File: src/rtl/alu4_pkg.sv
// Shared constants and types for the 4-bit ALU command sequencer.
// Commands are packed as {sel, b, a} throughout the queue and issue path.
package alu4_pkg;

   localparam int DATA_W = 4;
   localparam int CMD_W  = 2*DATA_W + 2;

   typedef enum logic [1:0] {
      OP_ADD = 2'b00,
      OP_SUB = 2'b01,
      OP_AND = 2'b10,
      OP_OR  = 2'b11
   } alu_op_e;

   typedef struct packed {
      logic [1:0]        sel;
      logic [DATA_W-1:0] b;
      logic [DATA_W-1:0] a;
   } cmd_t;

endpackage

File: src/rtl/alu_cmd_fifo.sv
// Synchronous command FIFO with occupancy count; no write-to-read bypass,
// so a pushed entry becomes visible at the head only after the push edge.
module alu_cmd_fifo #(
   parameter int DEPTH = 4,
   parameter int WIDTH = 10,
   localparam int AW   = $clog2(DEPTH),
   localparam int LW   = AW + 1
) (
   input  logic             clk,
   input  logic             rst_n,
   input  logic             push,
   input  logic [WIDTH-1:0] wdata,
   input  logic             pop,
   output logic [WIDTH-1:0] rdata,
   output logic             full,
   output logic             empty,
   output logic [LW-1:0]    level
);

   logic [WIDTH-1:0] mem [DEPTH];
   logic [AW-1:0]    wr_ptr;
   logic [AW-1:0]    rd_ptr;
   logic             do_push;
   logic             do_pop;

   assign full    = (level == LW'(DEPTH));
   assign empty   = (level == '0);
   assign do_push = push & ~full;
   assign do_pop  = pop & ~empty;
   assign rdata   = mem[rd_ptr];

   // Storage carries no reset; validity is tracked by level alone.
   always_ff @(posedge clk) begin
      if (do_push) begin
         mem[wr_ptr] <= wdata;
      end
   end

   // DEPTH is a power of two, so pointers wrap by natural overflow.
   always_ff @(posedge clk or negedge rst_n) begin
      if (!rst_n) begin
         wr_ptr <= '0;
         rd_ptr <= '0;
         level  <= '0;
      end else begin
         if (do_push) begin
            wr_ptr <= wr_ptr + AW'(1);
         end
         if (do_pop) begin
            rd_ptr <= rd_ptr + AW'(1);
         end
         case ({do_push, do_pop})
            2'b10:   level <= level + LW'(1);
            2'b01:   level <= level - LW'(1);
            default: level <= level;
         endcase
      end
   end

endmodule

File: src/rtl/alu4_cmd_seq.sv
// Command sequencer for an external combinational 4-bit ALU:
// FIFO -> issue register (drives ALU) -> response register, with ready/valid on both ends.
module alu4_cmd_seq
   import alu4_pkg::*;
#(
   parameter int DEPTH = 4
) (
   input  logic                   clk,
   input  logic                   rst_n,
   input  logic                   cmd_valid,
   output logic                   cmd_ready,
   input  logic [DATA_W-1:0]      cmd_a,
   input  logic [DATA_W-1:0]      cmd_b,
   input  logic [1:0]             cmd_sel,
   output logic [DATA_W-1:0]      alu_a,
   output logic [DATA_W-1:0]      alu_b,
   output logic [1:0]             alu_sel,
   input  logic [DATA_W-1:0]      alu_result,
   input  logic                   alu_carry,
   input  logic                   alu_zero,
   input  logic                   alu_overflow,
   output logic                   rsp_valid,
   input  logic                   rsp_ready,
   output logic [DATA_W-1:0]      rsp_result,
   output logic                   rsp_carry,
   output logic                   rsp_zero,
   output logic                   rsp_overflow,
   output logic [7:0]             ovf_cnt,
   output logic [$clog2(DEPTH):0] fifo_level
);

   function automatic logic [7:0] sat_inc8(input logic [7:0] v);
      return (v == 8'hFF) ? v : v + 8'd1;
   endfunction

   cmd_t wr_cmd;
   cmd_t head;
   logic fifo_full;
   logic fifo_empty;
   logic issue_valid;
   logic issue_load;
   logic rsp_load;

   assign wr_cmd     = '{sel: cmd_sel, b: cmd_b, a: cmd_a};
   assign cmd_ready  = ~fifo_full;
   assign rsp_load   = issue_valid & (~rsp_valid | rsp_ready);
   assign issue_load = ~fifo_empty & (~issue_valid | rsp_load);

   alu_cmd_fifo #(
      .DEPTH (DEPTH),
      .WIDTH (CMD_W)
   ) u_fifo (
      .clk   (clk),
      .rst_n (rst_n),
      .push  (cmd_valid),
      .wdata (wr_cmd),
      .pop   (issue_load),
      .rdata (head),
      .full  (fifo_full),
      .empty (fifo_empty),
      .level (fifo_level)
   );

   // Issue stage: operands only change on a new pop, keeping the ALU inputs stable.
   always_ff @(posedge clk or negedge rst_n) begin
      if (!rst_n) begin
         issue_valid <= 1'b0;
         alu_a       <= '0;
         alu_b       <= '0;
         alu_sel     <= 2'b00;
      end else if (issue_load) begin
         issue_valid <= 1'b1;
         alu_a       <= head.a;
         alu_b       <= head.b;
         alu_sel     <= head.sel;
      end else if (rsp_load) begin
         issue_valid <= 1'b0;
      end
   end

   // Response stage: captured ALU outputs hold until the consumer takes them.
   always_ff @(posedge clk or negedge rst_n) begin
      if (!rst_n) begin
         rsp_valid    <= 1'b0;
         rsp_result   <= '0;
         rsp_carry    <= 1'b0;
         rsp_zero     <= 1'b0;
         rsp_overflow <= 1'b0;
         ovf_cnt      <= '0;
      end else if (rsp_load) begin
         rsp_valid    <= 1'b1;
         rsp_result   <= alu_result;
         rsp_carry    <= alu_carry;
         rsp_zero     <= alu_zero;
         rsp_overflow <= alu_overflow;
         if (alu_overflow) begin
            ovf_cnt <= sat_inc8(ovf_cnt);
         end
      end else if (rsp_valid && rsp_ready) begin
         rsp_valid <= 1'b0;
      end
   end

endmodule

File: config.mk
export PLATFORM = sky130hd
export DESIGN_NAME = alu4_cmd_seq
export DESIGN_NICKNAME = d
export VERILOG_FILES = /design/src/rtl/alu4_pkg.sv /design/src/rtl/alu_cmd_fifo.sv /design/src/rtl/alu4_cmd_seq.sv
export SDC_FILE = /design/constraint.sdc
export NUM_CORES = 1
export LEC_CHECK = 0
export CAP_MARGIN = 40
export CORE_ASPECT_RATIO = 1.25
export CORE_MARGIN = 2
export CORE_UTILIZATION = 48
export DETAILED_ROUTE_END_ITERATION = 8
export GPL_ROUTABILITY_DRIVEN = 0
export GPL_TIMING_DRIVEN = 0
export HOLD_SLACK_MARGIN = 0.03
export MAX_ROUTING_LAYER = met4
export PLACE_DENSITY = 0.8
export SYNTH_ARGS = -nofsm -noshare
export SYNTH_HDL_FRONTEND = slang
export SYNTH_HIERARCHICAL = 1
export SYNTH_SLANG_ARGS = --single-unit
File: constraint.sdc
create_clock -name clk -period 3.7 [get_ports clk]
set_input_delay 0.555 -clock clk [delete_from_list [all_inputs] [get_ports clk]]
set_output_delay 0.555 -clock clk [all_outputs]
set_load 0.02 [all_outputs]
Yosys cells after proc, flatten, opt, wreduce, memory -nomap -nowiden
Memories as Yosys holds them, arrays and structs flattened. A register that Yosys moved wholly into a read port is not among the register bits.
Cells that the tools add are included.
{ "word_totals": {"n_memories": 1, "register_bits": 24, "inputBits": 21, "word_cells": 45, "ram_bits": 40, "output_inout_bits": 30} }
{ "memory_table": {"columns": ["name", "depth", "width", "rd", "rd_ports_with_merged_regs", "wr", "line_no", "source"], "rows": [
  ["u_fifo.mem", 4, 10, 1, 1, 1, "alu_cmd_fifo.sv:20", "logic [WIDTH-1:0] mem [DEPTH];"]
]} }
{ "op_classes": {"reduce_logical": 7, "muxes": 7, "bitwise": 11, "n_eq_ne": 4, "addsub": 5} }
{ "ops": {"columns": ["operator", "count"], "rows": [
  ["$add 8x1->8 const B", 1],
  ["$eq 8x8->1 const B", 1],
  ["$mux 1", 6],
  ["$pmux 3 s2", 1],
  ["$reduce_bool 2->1", 3],
  ["$not 1->1", 5],
  ["$add 2x1->2 const B", 2],
  ["$and 1x1->1", 4],
  ["$add 3x1->3 const B", 1],
  ["$eq 3x3->1 const B", 1],
  ["$logic_not 3->1", 1],
  ["$reduce_and 3->1", 1],
  ["$sub 3x1->3 const B", 1],
  ["$eq 2x1->1 const B", 1],
  ["$eq 2x2->1 const B", 1],
  ["$or 1x1->1", 2],
  ["$logic_and 1x1->1", 1],
  ["$logic_not 1->1", 1]
]} }

Longest topological paths before layout
{ "logic_depth": {"word_depth": 8, "mapped_depth": 10, "ltp_nobuf": 9} }

By module
Netlist, hierarchy kept.
{ "modules_own_cells": {"columns": ["module", "area_each_um2", "seq_area_each_um2", "cells_per_inst", "instances"], "rows": [
  ["alu_cmd_fifo", 1885.6, 1376.3, 89, 1],
  ["alu4_cmd_seq", 1174.9, 675.6, 84, 1]
]} }

Least setup slack after synthesis
No wires, ideal clock.
{ "synth_timing": {"path_type": "register to register", "from": "reg u_fifo.level[0]", "to": "reg u_fifo.level[2]", "path_stages_with_launch": 11, "period_less_slack_ns": 2.230, "setup_ns": 0.080, "t_arrival_ns": 2.150, "path_slack_ns": 1.470, "required_ns": 3.620, "n_path_buf": 1, "path_cell_list": "dfrtp_1 -> nor3_1 -> a21oi_2 -> buf_6 -> o31a_2 -> ha_1 -> inv_1 -> fa_1 -> xor2_1 -> nor2_1 -> xor2_1"} }
{ "synth_between": {"elab_chain_cells": 6, "word_cells_on_any_way": 13, "classes_between": "add/sub: 2; eq/ne: 3; mux: 1; bitwise: 5; reduce/logical: 2"} }
{ "synth_lines": {"columns": ["item", "line_no", "source"], "rows": [
  ["start: declaration", "alu_cmd_fifo.sv:17", "output logic [LW-1:0] level"],
  ["start signal: assignment", "alu_cmd_fifo.sv:53", "2'b10: level <= level + LW'(1);"],
  ["start signal: assignment", "alu_cmd_fifo.sv:54", "2'b01: level <= level - LW'(1);"],
  ["start signal: assignment", "alu_cmd_fifo.sv:55", "default: level <= level;"],
  ["$logic_not 3->1 *", "alu_cmd_fifo.sv:27", "assign empty = (level == '0);"],
  ["net fifo_empty", "alu4_cmd_seq.sv:39", "logic fifo_empty;"],
  ["$not 1->1 *", "alu4_cmd_seq.sv:47", "assign issue_load = ~fifo_empty & (~issue_valid | rsp_load);"],
  ["$and 1x1->1 *", "alu4_cmd_seq.sv:47", null],
  ["net issue_load", "alu4_cmd_seq.sv:41", "logic issue_load;"],
  ["$and 1x1->1 *", "alu_cmd_fifo.sv:29", "assign do_pop = pop & ~empty;"],
  ["net u_fifo.do_pop", "alu_cmd_fifo.sv:24", "logic do_pop;"],
  ["$eq 2x1->1 or $eq 2x2->1 (tied branches)", "alu_cmd_fifo.sv:52", "case ({do_push, do_pop})"],
  ["$pmux 3 s2 or $reduce_bool 2->1 (tied branches)", null, null]
]} }
Mark *: on every way through the listed nets, which the timed path passes. The rest lies on a longest branch.
A chain may end at the register's enable or synchronous reset.

Worst setup path after layout
{ "layout_timing": {"from": "in rsp_ready", "to": "reg u_fifo.level[2]"} }
{ "layout_between": {"elab_chain_cells": 7, "word_cells_on_any_way": 9, "classes_between": "eq/ne: 2; mux: 1; bitwise: 5; reduce/logical: 1"} }
{ "layout_lines": {"columns": ["item", "line_no", "source"], "rows": [
  ["start: declaration", "alu4_cmd_seq.sv:23", "input logic rsp_ready,"],
  ["$or 1x1->1 *", "alu4_cmd_seq.sv:46", "assign rsp_load = issue_valid & (~rsp_valid | rsp_ready);"],
  ["$and 1x1->1 *", "alu4_cmd_seq.sv:46", null],
  ["$or 1x1->1 *", "alu4_cmd_seq.sv:47", null],
  ["$and 1x1->1 *", "alu4_cmd_seq.sv:47", null],
  ["net issue_load", "alu4_cmd_seq.sv:41", null],
  ["$and 1x1->1 *", "alu_cmd_fifo.sv:29", null],
  ["net u_fifo.do_pop", "alu_cmd_fifo.sv:24", null],
  ["$eq 2x1->1 or $eq 2x2->1 (tied branches)", "alu_cmd_fifo.sv:52", null],
  ["$pmux 3 s2 or $reduce_bool 2->1 (tied branches)", null, null]
]} }
Marked as above.

==> results.sh <==
export IMPL_drcViolationCount=0
export IMPL_pre_cts_ws_ns=0.856
export IMPL_grt_max_degree=35
export IMPL_cts_root_buf="clkbuf_8"
export IMPL_clk_pin_slew_ns=0.08
export IMPL_die_w_um=75.4
export IMPL_top_usage_layer="met2"
export IMPL_syn2layout_area_growth_pct=26.2
export IMPL_num_nets_final=262
export IMPL_vias_per_cell=4.97
export IMPL_cts_tree="built"
export IMPL_port_buffers=50
export IMPL_worst_slack_ns=1.20
export IMPL_antenna_found_initial=0
export IMPL_path_buf_inv=3
export IMPL_max_freq_mhz=400
export IMPL_crit_top_cell="xor2_1"
export IMPL_synthArstFlopShare=0.459
export IMPL_fp_dieArea_mm2=0.00703
export IMPL_irDropWorstVdd_mv=0.295
export IMPL_grt_usage=0.166
export IMPL_fin_util=0.627
export IMPL_insertion_delay_ns=0.34
export IMPL_cts_buffers=9
export IMPL_status="finished clean"
export IMPL_skew_ns=0.00714
export IMPL_slew_viol_final=0
export IMPL_drive_gt1_frac=0.268
export IMPL_layout_commonest_cell="clkdlybuf4s50_1"
export IMPL_critical_path_arrival_ns=2.77
export IMPL_diodes=0
export IMPL_power_density_mw_per_mm2=804
export IMPL_ios=51
export IMPL_swShare=0.325
export IMPL_seq_power_share=0.413
export IMPL_cp_startpoint="rsp_ready"
export IMPL_synth_cell_type_count=34
export IMPL_cp_slowest_stage_delay_ns=0.51
export IMPL_met1_usage=0.202
export IMPL_grt_overflow=0
export IMPL_worstSetupPathType="input port to flop"
export IMPL_post_cts_setup_buffers=0
export IMPL_finalSetupViolations=0
export IMPL_hold_violations=0
export IMPL_via_count=1610
export IMPL_max_slew_margin=0.514
export IMPL_grt_pass1_wl_um=8240
export IMPL_synth_ff_type="edfxtp_1"
export IMPL_hpwlAfterDp_um=3510
export IMPL_syn_area_mm2=0.00306
export IMPL_die_y_um=93.3
export IMPL_clock_power_share=0.201
export IMPL_worst_pin_slew_ns=0.729
export IMPL_min_path_type="input port to asynchronous set/reset pin"
export IMPL_ctsHtreeMaxLevel=3
export IMPL_grt_pass1_vias=1695
export IMPL_power_switching_mw=1.01
export IMPL_core_mm2=0.00617
export IMPL_postRouteAntennaNets=0
export IMPL_p_comb_frac=0.386
export IMPL_drt_iter0_markers=63
export IMPL_rsz0062_at_grt="false"
export IMPL_cp_top_family="buffers and inverters"
export IMPL_cp_start_kind="input port"
export IMPL_ys_warn_count=6
export IMPL_cp_end_kind="flop"
export IMPL_rows=32
export IMPL_syn_area_per_cell_um2=17.7
export IMPL_seq_area_mm2=0.00205
export IMPL_drt_pass1_iterations=3
export IMPL_maxCapViolations=0
export IMPL_wl_per_cell_um=15.5
export IMPL_fin_crit_sh=0.675
export IMPL_grtUsageMet2=0.263
export IMPL_fin_crit_ns=2.50
export IMPL_critPathSlowestCell="clkdlybuf4s50_1"
export IMPL_path_max_fanout=10
export IMPL_fillCellCount=475
export IMPL_wirelength_um=5030
export IMPL_synth_cells=173
export IMPL_cp_cell_sequence="clkdlybuf4s50_1, nor2b_2, a21oi_2, buf_6, o31a_2, ha_1, inv_1, fa_1, xor2_1, nor2_1, xor2_1"
export IMPL_multiInputGateArea_um2=943
export IMPL_cellLeakagePower_nw=1.49
export IMPL_seq_area_frac_synth=0.670
export IMPL_reg2reg_slack_ns=1.39
export IMPL_clockBufferDepth=2
export IMPL_cts_sinks=74
export IMPL_final_cell_mix="clkdlybuf4s50_1 (49), edfxtp_1 (40), dfrtp_1 (34)"
export IMPL_start_util=0.496
export IMPL_internal_power_mw=2.10
export IMPL_syn_nets=201
export IMPL_fin_tns_setup_ns=0
export IMPL_synth_seq_cells=74
export IMPL_ctsResizeCount=0
export IMPL_grt_met3_usage=0.0453
export IMPL_critPathRequiredTime_ns=3.97
export IMPL_synth_edf_count=40
export IMPL_r2r_start="u_fifo/level[0]$_DFFE_PN0P_"
export IMPL_postCtsHoldBufs=0
==> area by class of cell <==
class	count	area share
Buffer	4	0.00907
Tap cell	85	0.0275
Sequential cell	74	0.531
Clock inverter	7	0.0201
Clock buffer	9	0.0321
Timing Repair Buffer	50	0.128
Inverter	8	0.00777
Multi-Input combinational cell	87	0.244
==> routing by layer <==
metal  vias up  routed length, µm
met5         -                  0
met4         0                 80
met3         6                230
met2        40               2630
met1       805               2080
li1        759                  -
==> worst reg2reg max path, cell delays in order, from the launching register on <==
cell and delay [ns]:
dfrtp_1 0.50, nor3_1 0.13, a21oi_2 0.17, buf_6 0.20, o31a_2 0.21, ha_1 0.20, inv_1 0.06, fa_1 0.37
xor2_1 0.15, nor2_1 0.11, xor2_1 0.14
==> cell families (layout without fill, tap and decap cells) <==
kind of cell	Yosys count	count (layout)	synth area share
AOI/OAI and AO/OA	6	6	0.0127
adders and majority gates	7	7	0.0311
xor gates and xnor gates	10	10	0.0286
DFF	74	74	0.670
muxes	31	31	0.164
buffers and inverters	12	78	0.0213
and+or+nand+nor	33	33	0.0724
==> cell usage after synthesis (3+ instances only) <==
cell type / n / share of area
mux4_2: 10 / 0.074
xnor2_1: 6 / 0.017
mux2_4: 11 / 0.054
edfxtp_1: 40 / 0.39
xor2_1: 4 / 0.011
nand3_1: 3 / 0.0049
inv_1: 8 / 0.0098
nand2_1: 7 / 0.0086
nor2_1: 3 / 0.0037
mux2_2: 7 / 0.026
ha_1: 6 / 0.025
and2_2: 5 / 0.012
dfrtp_1: 34 / 0.28
nand4_1: 3 / 0.0061
o21ai_0: 4 / 0.0065
==> worst paths after layout <==
path | end | depth (start not counted)
max in group asynchronous | u_fifo/rd_ptr[1]$_DFFE_PN0P_ | 1
min in group clk | rsp_result[1]$_DFFE_PN0P_ | 1
max | u_fifo/level[2]$_DFFE_PN0P_ | 11
max reg2reg | u_fifo/level[2]$_DFFE_PN0P_ | 10
min reg2reg | rsp_result[1]$_DFFE_PN0P_ | 1
min | alu_b[3]$_DFFE_PN0P_ | 1
==> registers in the layout (all words and copies together) (netlist names) <==
name	flops
alu_a	4
alu_b	4
alu_sel	2
issue_valid	1
ovf_cnt	8
rsp_carry	1
rsp_overflow	1
rsp_result	4
rsp_valid	1
rsp_zero	1
u_fifo/level	3
u_fifo/mem	40
u_fifo/rd_ptr	2
u_fifo/wr_ptr	2
==> stage by stage <==
step | hold WS, ns | area, µm² | std cells | power (mW)
after floorplan | 0.259 | 3060 | 173 | 2.07
after global placement | 0.481 | 3670 | 308 | 2.47
after detailed placement | 0.493 | 3660 | 308 | 2.52
after CTS | 0.285 | 3860 | 324 | 3.14
after global routing | 0.323 | 3860 | 324 | 3.29
final | 0.268 | 3860 | 324 | 3.11
==> power by group through the flow <==
stage / combinational, mW / clock [mW] / sequential (mW)
final: 1.20 / 0.623 / 1.28
after global routing: 1.30 / 0.669 / 1.32
after CTS: 1.22 / 0.637 / 1.29
after detailed placement: 1.21 / 0 / 1.30
after global placement: 1.18 / 0 / 1.29
after floorplan: 0.649 / 0 / 1.42
(Power assumes the default switching activity.)
